$ cat src/rtl/cpu_pkg.sv
// Shared CPU decode types: ALU operation codes, RV32I opcode map and funct7 patterns.
package cpu_pkg;

    typedef enum logic [5:0] {
        CU_ADD, CU_SUB, CU_SLL, CU_SLT, CU_SLTU, CU_XOR, CU_SRL, CU_SRA, CU_OR, CU_AND,
        CU_ADDI, CU_SLTI, CU_SLTIU, CU_XORI, CU_ORI, CU_ANDI, CU_SLLI, CU_SRLI, CU_SRAI,
        CU_SLIU,
        CU_LUI, CU_AUIPC, CU_JAL, CU_JALR,
        CU_BEQ, CU_BNE, CU_BLT, CU_BGE, CU_BLTU, CU_BGEU,
        CU_LB, CU_LH, CU_LW, CU_LBU, CU_LHU,
        CU_SB, CU_SH, CU_SW,
        CU_ERROR = 6'h3F
    } cuOPType;

    localparam logic [6:0] OP_LUI    = 7'b0110111;
    localparam logic [6:0] OP_AUIPC  = 7'b0010111;
    localparam logic [6:0] OP_JAL    = 7'b1101111;
    localparam logic [6:0] OP_JALR   = 7'b1100111;
    localparam logic [6:0] OP_BRANCH = 7'b1100011;
    localparam logic [6:0] OP_LOAD   = 7'b0000011;
    localparam logic [6:0] OP_STORE  = 7'b0100011;
    localparam logic [6:0] OP_IMM    = 7'b0010011;
    localparam logic [6:0] OP_REG    = 7'b0110011;

    localparam logic [6:0] F7_BASE = 7'b0000000;
    localparam logic [6:0] F7_ALT  = 7'b0100000;

    typedef enum logic {
        ST_EMPTY,
        ST_FULL
    } dec_state_t;

endpackage

$ cat src/rtl/register_file.sv
// Integer register file: two asynchronous read ports, one write port, x0 hardwired to zero.
module register_file #(
    parameter int unsigned NUM_REGS = 32
) (
    input  logic        clk,
    input  logic        nRst,
    input  logic [4:0]  rd_addr_a_i,
    output logic [31:0] rd_data_a_o,
    input  logic [4:0]  rd_addr_b_i,
    output logic [31:0] rd_data_b_o,
    input  logic        wr_en_i,
    input  logic [4:0]  wr_addr_i,
    input  logic [31:0] wr_data_i
);

    logic [31:0] regs_q [NUM_REGS];

    always_ff @(posedge clk or negedge nRst) begin
        if (!nRst) begin
            for (int unsigned i = 0; i < NUM_REGS; i++) begin
                regs_q[i] <= '0;
            end
        end else if (wr_en_i && (wr_addr_i != '0)) begin
            regs_q[wr_addr_i] <= wr_data_i;
        end
    end

    assign rd_data_a_o = (rd_addr_a_i == '0) ? '0 : regs_q[rd_addr_a_i];
    assign rd_data_b_o = (rd_addr_b_i == '0) ? '0 : regs_q[rd_addr_b_i];

endmodule

$ cat src/rtl/decode_stage.sv
// RV32I decode stage: decodes a fetched instruction into an ALU operation and operands,
// held in a one-entry output register with valid/ready flow control.
module decode_stage
    import cpu_pkg::*;
#(
    parameter logic [31:0] RESET_PC_OUT = 32'h0000_0000,
    parameter int unsigned NUM_REGS     = 32
) (
    input  logic        clk,
    input  logic        nRst,
    input  logic        instr_valid,
    output logic        instr_ready,
    input  logic [31:0] instr,
    input  logic [31:0] pc,
    input  logic        flush,
    input  logic        wb_en,
    input  logic [4:0]  wb_rd,
    input  logic [31:0] wb_data,
    output logic        out_valid,
    input  logic        out_ready,
    output cuOPType     aluOP,
    output logic [31:0] inputA,
    output logic [31:0] inputB,
    output logic [31:0] imm,
    output logic [31:0] store_data,
    output logic [4:0]  rd,
    output logic        reg_write,
    output logic [31:0] pc_out,
    output logic        illegal
);

    logic [6:0]  opcode, funct7;
    logic [2:0]  funct3;
    logic [4:0]  rs1, rs2;
    logic [31:0] rf_rdata_a, rf_rdata_b, rs1_val, rs2_val;
    logic [31:0] i_imm, s_imm, b_imm, u_imm, j_imm, shamt;
    logic        wb_hit, capture, dec_legal;

    cuOPType     aluOP_d, aluOP_q;
    logic [31:0] inputA_d, inputA_q, inputB_d, inputB_q, imm_d, imm_q;
    logic [31:0] store_data_d, store_data_q, pc_q;
    logic [4:0]  rd_d, rd_q;
    logic        reg_write_d, reg_write_q, illegal_q;
    dec_state_t  state_q;

    assign opcode = instr[6:0];
    assign funct3 = instr[14:12];
    assign funct7 = instr[31:25];
    assign rs1    = instr[19:15];
    assign rs2    = instr[24:20];

    assign i_imm = {{20{instr[31]}}, instr[31:20]};
    assign s_imm = {{20{instr[31]}}, instr[31:25], instr[11:7]};
    assign b_imm = {{20{instr[31]}}, instr[7], instr[30:25], instr[11:8], 1'b0};
    assign u_imm = {instr[31:12], 12'h000};
    assign j_imm = {{12{instr[31]}}, instr[19:12], instr[20], instr[30:21], 1'b0};
    assign shamt = {27'd0, instr[24:20]};

    register_file #(
        .NUM_REGS(NUM_REGS)
    ) u_register_file (
        .clk         (clk),
        .nRst        (nRst),
        .rd_addr_a_i (rs1),
        .rd_data_a_o (rf_rdata_a),
        .rd_addr_b_i (rs2),
        .rd_data_b_o (rf_rdata_b),
        .wr_en_i     (wb_en),
        .wr_addr_i   (wb_rd),
        .wr_data_i   (wb_data)
    );

    // A write landing on the capture edge must be visible to the instruction being decoded.
    assign wb_hit  = wb_en && (wb_rd != '0);
    assign rs1_val = (wb_hit && (wb_rd == rs1)) ? wb_data : rf_rdata_a;
    assign rs2_val = (wb_hit && (wb_rd == rs2)) ? wb_data : rf_rdata_b;

    always_comb begin
        aluOP_d     = CU_ERROR;
        inputA_d    = '0;
        inputB_d    = '0;
        imm_d       = '0;
        reg_write_d = 1'b0;
        dec_legal   = 1'b1;
        case (opcode)
            OP_LUI: begin
                aluOP_d = CU_LUI; inputB_d = u_imm; imm_d = u_imm; reg_write_d = 1'b1;
            end
            OP_AUIPC: begin
                aluOP_d = CU_AUIPC; inputA_d = pc; inputB_d = u_imm; imm_d = u_imm;
                reg_write_d = 1'b1;
            end
            OP_JAL: begin
                aluOP_d = CU_JAL; inputA_d = pc; inputB_d = j_imm; imm_d = j_imm;
                reg_write_d = 1'b1;
            end
            OP_JALR: begin
                aluOP_d = CU_JALR; inputA_d = rs1_val; inputB_d = i_imm; imm_d = i_imm;
                reg_write_d = 1'b1; dec_legal = (funct3 == 3'b000);
            end
            OP_BRANCH: begin
                inputA_d = rs1_val; inputB_d = rs2_val; imm_d = b_imm;
                case (funct3)
                    3'b000:  aluOP_d = CU_BEQ;
                    3'b001:  aluOP_d = CU_BNE;
                    3'b100:  aluOP_d = CU_BLT;
                    3'b101:  aluOP_d = CU_BGE;
                    3'b110:  aluOP_d = CU_BLTU;
                    3'b111:  aluOP_d = CU_BGEU;
                    default: dec_legal = 1'b0;
                endcase
            end
            OP_LOAD: begin
                inputA_d = rs1_val; inputB_d = i_imm; imm_d = i_imm; reg_write_d = 1'b1;
                case (funct3)
                    3'b000:  aluOP_d = CU_LB;
                    3'b001:  aluOP_d = CU_LH;
                    3'b010:  aluOP_d = CU_LW;
                    3'b100:  aluOP_d = CU_LBU;
                    3'b101:  aluOP_d = CU_LHU;
                    default: dec_legal = 1'b0;
                endcase
            end
            OP_STORE: begin
                inputA_d = rs1_val; inputB_d = s_imm; imm_d = s_imm;
                case (funct3)
                    3'b000:  aluOP_d = CU_SB;
                    3'b001:  aluOP_d = CU_SH;
                    3'b010:  aluOP_d = CU_SW;
                    default: dec_legal = 1'b0;
                endcase
            end
            OP_IMM: begin
                inputA_d = rs1_val; inputB_d = i_imm; imm_d = i_imm; reg_write_d = 1'b1;
                case (funct3)
                    3'b000: aluOP_d = CU_ADDI;
                    3'b010: aluOP_d = CU_SLTI;
                    3'b011: aluOP_d = CU_SLTIU;
                    3'b100: aluOP_d = CU_XORI;
                    3'b110: aluOP_d = CU_ORI;
                    3'b111: aluOP_d = CU_ANDI;
                    3'b001: begin
                        aluOP_d = CU_SLLI; inputB_d = shamt; dec_legal = (funct7 == F7_BASE);
                    end
                    3'b101: begin
                        inputB_d = shamt;
                        if (funct7 == F7_BASE)     aluOP_d = CU_SRLI;
                        else if (funct7 == F7_ALT) aluOP_d = CU_SRAI;
                        else                       dec_legal = 1'b0;
                    end
                    default: dec_legal = 1'b0;
                endcase
            end
            OP_REG: begin
                inputA_d = rs1_val; inputB_d = rs2_val; reg_write_d = 1'b1;
                if (funct7 == F7_BASE) begin
                    case (funct3)
                        3'b000:  aluOP_d = CU_ADD;
                        3'b001:  aluOP_d = CU_SLL;
                        3'b010:  aluOP_d = CU_SLT;
                        3'b011:  aluOP_d = CU_SLTU;
                        3'b100:  aluOP_d = CU_XOR;
                        3'b101:  aluOP_d = CU_SRL;
                        3'b110:  aluOP_d = CU_OR;
                        default: aluOP_d = CU_AND;
                    endcase
                end else if (funct7 == F7_ALT) begin
                    case (funct3)
                        3'b000:  aluOP_d = CU_SUB;
                        3'b101:  aluOP_d = CU_SRA;
                        default: dec_legal = 1'b0;
                    endcase
                end else begin
                    dec_legal = 1'b0;
                end
            end
            default: dec_legal = 1'b0;
        endcase
        if (!dec_legal) begin
            aluOP_d     = CU_ERROR;
            inputA_d    = '0;
            inputB_d    = '0;
            imm_d       = '0;
            reg_write_d = 1'b0;
        end
    end

    assign store_data_d = dec_legal ? rs2_val : '0;
    assign rd_d         = reg_write_d ? instr[11:7] : '0;

    assign out_valid   = (state_q == ST_FULL);
    assign instr_ready = !out_valid || out_ready;
    assign capture     = instr_valid && instr_ready;

    always_ff @(posedge clk or negedge nRst) begin
        if (!nRst) begin
            state_q      <= ST_EMPTY;
            aluOP_q      <= CU_ERROR;
            inputA_q     <= '0;
            inputB_q     <= '0;
            imm_q        <= '0;
            store_data_q <= '0;
            rd_q         <= '0;
            reg_write_q  <= 1'b0;
            illegal_q    <= 1'b0;
            pc_q         <= RESET_PC_OUT;
        end else if (flush) begin
            state_q <= ST_EMPTY;
        end else begin
            if (capture) begin
                aluOP_q      <= aluOP_d;
                inputA_q     <= inputA_d;
                inputB_q     <= inputB_d;
                imm_q        <= imm_d;
                store_data_q <= store_data_d;
                rd_q         <= rd_d;
                reg_write_q  <= reg_write_d;
                illegal_q    <= !dec_legal;
                pc_q         <= pc;
            end
            case (state_q)
                ST_EMPTY: if (capture) state_q <= ST_FULL;
                ST_FULL:  if (!capture && out_ready) state_q <= ST_EMPTY;
                default:  state_q <= ST_EMPTY;
            endcase
        end
    end

    assign aluOP      = aluOP_q;
    assign inputA     = inputA_q;
    assign inputB     = inputB_q;
    assign imm        = imm_q;
    assign store_data = store_data_q;
    assign rd         = rd_q;
    assign reg_write  = reg_write_q;
    assign pc_out     = pc_q;
    assign illegal    = illegal_q;

endmodule
$ cat config.mk
export PLATFORM = sky130hd
export DESIGN_NAME = decode_stage
export DESIGN_NICKNAME = d
export VERILOG_FILES = /design/src/rtl/cpu_pkg.sv /design/src/rtl/register_file.sv /design/src/rtl/decode_stage.sv
export SDC_FILE = /design/constraint.sdc
export NUM_CORES = 2
export LEC_CHECK = 0
export BUFFER_PORTS_ARGS = -buffer_cell sky130_fd_sc_hd__buf_2
export CORE_ASPECT_RATIO = 0.5
export CORE_MARGIN = 2
export CORE_UTILIZATION = 65
export DETAILED_ROUTE_END_ITERATION = 10
export PLACE_DENSITY = 0.84
export SYNTH_ARGS = -nofsm -noshare
export SYNTH_HDL_FRONTEND = slang
export SYNTH_SLANG_ARGS = --single-unit
$ cat constraint.sdc
create_clock -name clk -period 3.1 [get_ports clk]
set_clock_uncertainty 0.05 [all_clocks]
set_input_delay 0.62 -clock clk [delete_from_list [all_inputs] [get_ports clk]]
set_output_delay 0.62 -clock clk [all_outputs]
set_load 0.1 [all_outputs]
==> summary.txt <==
Placed design
  • DP Worst Slack: -31.6 ps
  • Number of port buffers: 281
  • Detailed placer's ending HPWL: 142 mm
  • Number of placed instances, taps included: 6202
  • Weighted congestion reported at the end of routability-driven placement: 0.983
  • Instance area after placement: 68200 um^2

Yosys
  • Cell area after technology mapping: 63400 um^2
  • Synthesized net count: 4935
  • #FFs+latches synth: 1198
  • Number of warnings reported in the yosys synthesis log: 0
  • Number of unique standard cell types used by synthesis: 85
  • EDFF count, synth: 0
  • Post-synthesis average cell area: 13.1 um^2
  • Synthesized instance count: 4823
  • Synth async-reset ratio: 100%
  • Most used flip-flop cell after synthesis: sky130_fd_sc_hd__dfrtp_1
  • Sequential-to-total area share from yosys stat: 47.3%

Pwr
  • Combinational cell fraction of total power: 21.4%
  • Net switching power figure: 12900 uW
  • Clock network fraction of design power: 31.6%
  • Total power divided by cell area: 603 nW/um^2
  • Power Internal: 30400 uW
  • Reported leakage power: 0.0326 uW
  • Switching power share of the total: 29.8%
  • Worst IR Drop VDD: 0.000477 V
  • Sequential share of power: 47.0%

GRT
  • Gr ovfl total: 0
  • Overall Global Routing Usage: 45.0%
  • Initial antenna violation count: 11
  • Maximum number of pins on one net before global-route repair: 122
  • Via count of the first global-routing pass: 49900
  • First-pass GRT wire length: 329 mm

STA
  • Setup repair after global routing missed its margin: false
  • Number of failing setup endpoints in the final timing report: 0
  • Shortest period the worst path allows: 2620 ps
  • Fmax: 382 MHz
  • Slew at the pin closest to its max-slew limit: 1060 ps
  • Post-route setup slack: 481 ps
  • Total negative slack: 0 ps
  • Count of endpoints failing hold in the final timing report: 0
  • Max-slew violations: 0
  • Tcrit/Tclk final: 84.5%
  • Normalized max-slew margin: 29.2%

Cells and area
  • Most used cells in the layout excluding fill and tap cells: sky130_fd_sc_hd__dfrtp_1 (1192), sky130_fd_sc_hd__mux2_2 (999), sky130_fd_sc_hd__mux2i_1 (371)
  • Number of nets at the end of the flow: 5150
  • Share of layout cells above drive strength 1: 43.4%
  • Post-route core utilization: 74.7%
  • Area growth from synthesis to layout: 13.2%
  • Final Instance Area: 71700 um^2
  • Non-filler instance count after layout: 6401
  • Leading cell type in the layout, fill and taps excluded: sky130_fd_sc_hd__dfrtp_1

Route
  • Via count: 49400
  • Routed wire length: 225 mm
  • Total DRC errors in the routed layout: 0
  • Routed via count divided by cell count: 7.71
  • Routed length per placed instance: 35.2 um
  • Remaining antenna violation count: 0
  • Number of DRC violations after detailed-routing iteration 0: 7693
  • First-pass DRT Iterations: 8

CTS
  • H-tree depth: 3
  • Max Buffers Root-to-Sink: 3
  • Clock Latency Late Sink: 750 ps
  • Sinks on the clock net: 1198
  • Clock slew at reported path FFs: 70 ps
  • Clock buffers created by TritonCTS: 104
  • Post-cts gate resize count: 0
  • CTS root buf: sky130_fd_sc_hd__clkbuf_16
  • CTS tree: done

Worst hold path
  • WHS Path Cells: 2
  • Worst hold start: flush
  • Worst min path class: primary input to flop
  • Hold endpoint: out_valid

Worst setup path
  • Endpoint kind of the worst setup timing path: flop
  • Capture instance of the worst register-to-register path: inputB[12]
  • Type of the worst setup path: primary input to flop
  • Required time at the worst-slack endpoint: 3740 ps
  • Max Fanout on Critical Path: 9
  • Worst path arrival time: 3260 ps
  • Depth of the worst register-to-register path: 7
  • Start of the worst register-to-register path: out_valid
  • Type of origin of the critical path: primary input
  • Register-to-register path setup slack: 490 ps

Outcome
  • Result of the run: complete, no violations

Floorplan
  • Initial Util: 66.0%
  • Floorplan row count: 80
  • Die span in y: 225 um
  • I/O Pins: 282
  • Placeable core region: 96000 um^2
  • Die ar.: 100000 um^2
  • Die width: 446 um

Flow run
  • Maximum capacitance violations: 0
per-stage QoR:
stage	hold slack (ps)	total power, uW
global placement	327	28700
CTS	6.81	42900
detailed placement	334	29400
global route	24.9	44500
finish	29.8	43300
floorplan	274	26300
state kept, by name, summed over array words and instances (netlist names), 5 cells and up:
name,cells
u_register_file.regs_q,1024
inputA,32
inputB,32
rd,5
imm,32
pc_out,32
store_data,32
aluOP,6
cells in the mapped netlist (all sizes together) (63+ instances only):
cell	number	area share [%]
nor2	120	0.71
nand3	122	0.99
nand2	234	1.4
nand2b	70	0.69
o21ai	81	0.64
mux2	1002	18
o221ai	63	0.87
a21oi	121	0.96
mux2i	371	5.9
buf	222	1.8
clkbuf	308	1.8
a22oi	141	1.7
mux4	337	12
o22ai	69	0.69
dfrtp	1192	47
cell type report:
| type | instances | area [um^2] |
|---|---|---|
| inverters | 9 | 35.0 |
| fillers | 5680 | 24300 |
| diodes | 9 | 22.5 |
| clock inverters | 37 | 379 |
| multi-input cells | 3086 | 31300 |
| clock buffers | 152 | 3090 |
| repair buffers | 639 | 5340 |
| flip-flops and latches | 1198 | 30000 |
| well taps | 1271 | 1590 |
worst max path at each step:
| stage | startpoint | endpoint | slack [ps] |
|---|---|---|---|
| floorplan | out_valid | inputB[25] | 250 |
| global placement | instr[24] | inputB[3] | -20 |
| detailed placement | instr[24] | inputB[3] | -30 |
| global route | out_valid | inputB[12] | 480 |
| finish | instr[24] | inputB[16] | 480 |
| CTS | out_valid | instr_ready | 590 |
cell families (layout without fill, tap and decap cells):
group / count (synthesis) / count (layout) / synth area share (%)
compound gates: 721 / 721 / 8.24
fa+ha+maj: 5 / 5 / 0.0987
other cells: 0 / 9 / 0
flops: 1198 / 1198 / 47.3
mux: 1710 / 1710 / 35.6
buf+inv: 539 / 837 / 3.71
xor+xnor: 11 / 11 / 0.152
simple gates: 639 / 639 / 4.85
layer usage:
layer  wire (um)  track usage (%)  up-vias
met2       94900             63.3     4283
met4       17400             28.6        4
met1       77600             57.6    25100
met5          58            0.289        -
met3       35300             19.3     1195
li1            -                -    18800
power groups by stage:
stage,registers [uW],clock network [uW],logic [uW]
after floorplan,20300,0,6020
after CTS,20200,13600,9090
after detailed placement,20400,0,8970
after global placement,20100,0,8600
after global routing,20500,14200,9700
final,20300,13700,9260
worst max-delay path: stages:
cell and delay, ps:
sky130_fd_sc_hd__buf_2 340, sky130_fd_sc_hd__or3b_1 890, sky130_fd_sc_hd__o22ai_1 280, sky130_fd_sc_hd__nor2_1 260, sky130_fd_sc_hd__nand3_1 380, sky130_fd_sc_hd__a21oi_1 250, sky130_fd_sc_hd__buf_4 120, sky130_fd_sc_hd__a211o_1 80
what timing repair did:
action,CTS,global route
hold buffers,1,0
setup buffers,0,0
hold endpoints to repair,26,0
Power figures use the tool's default switching activity.
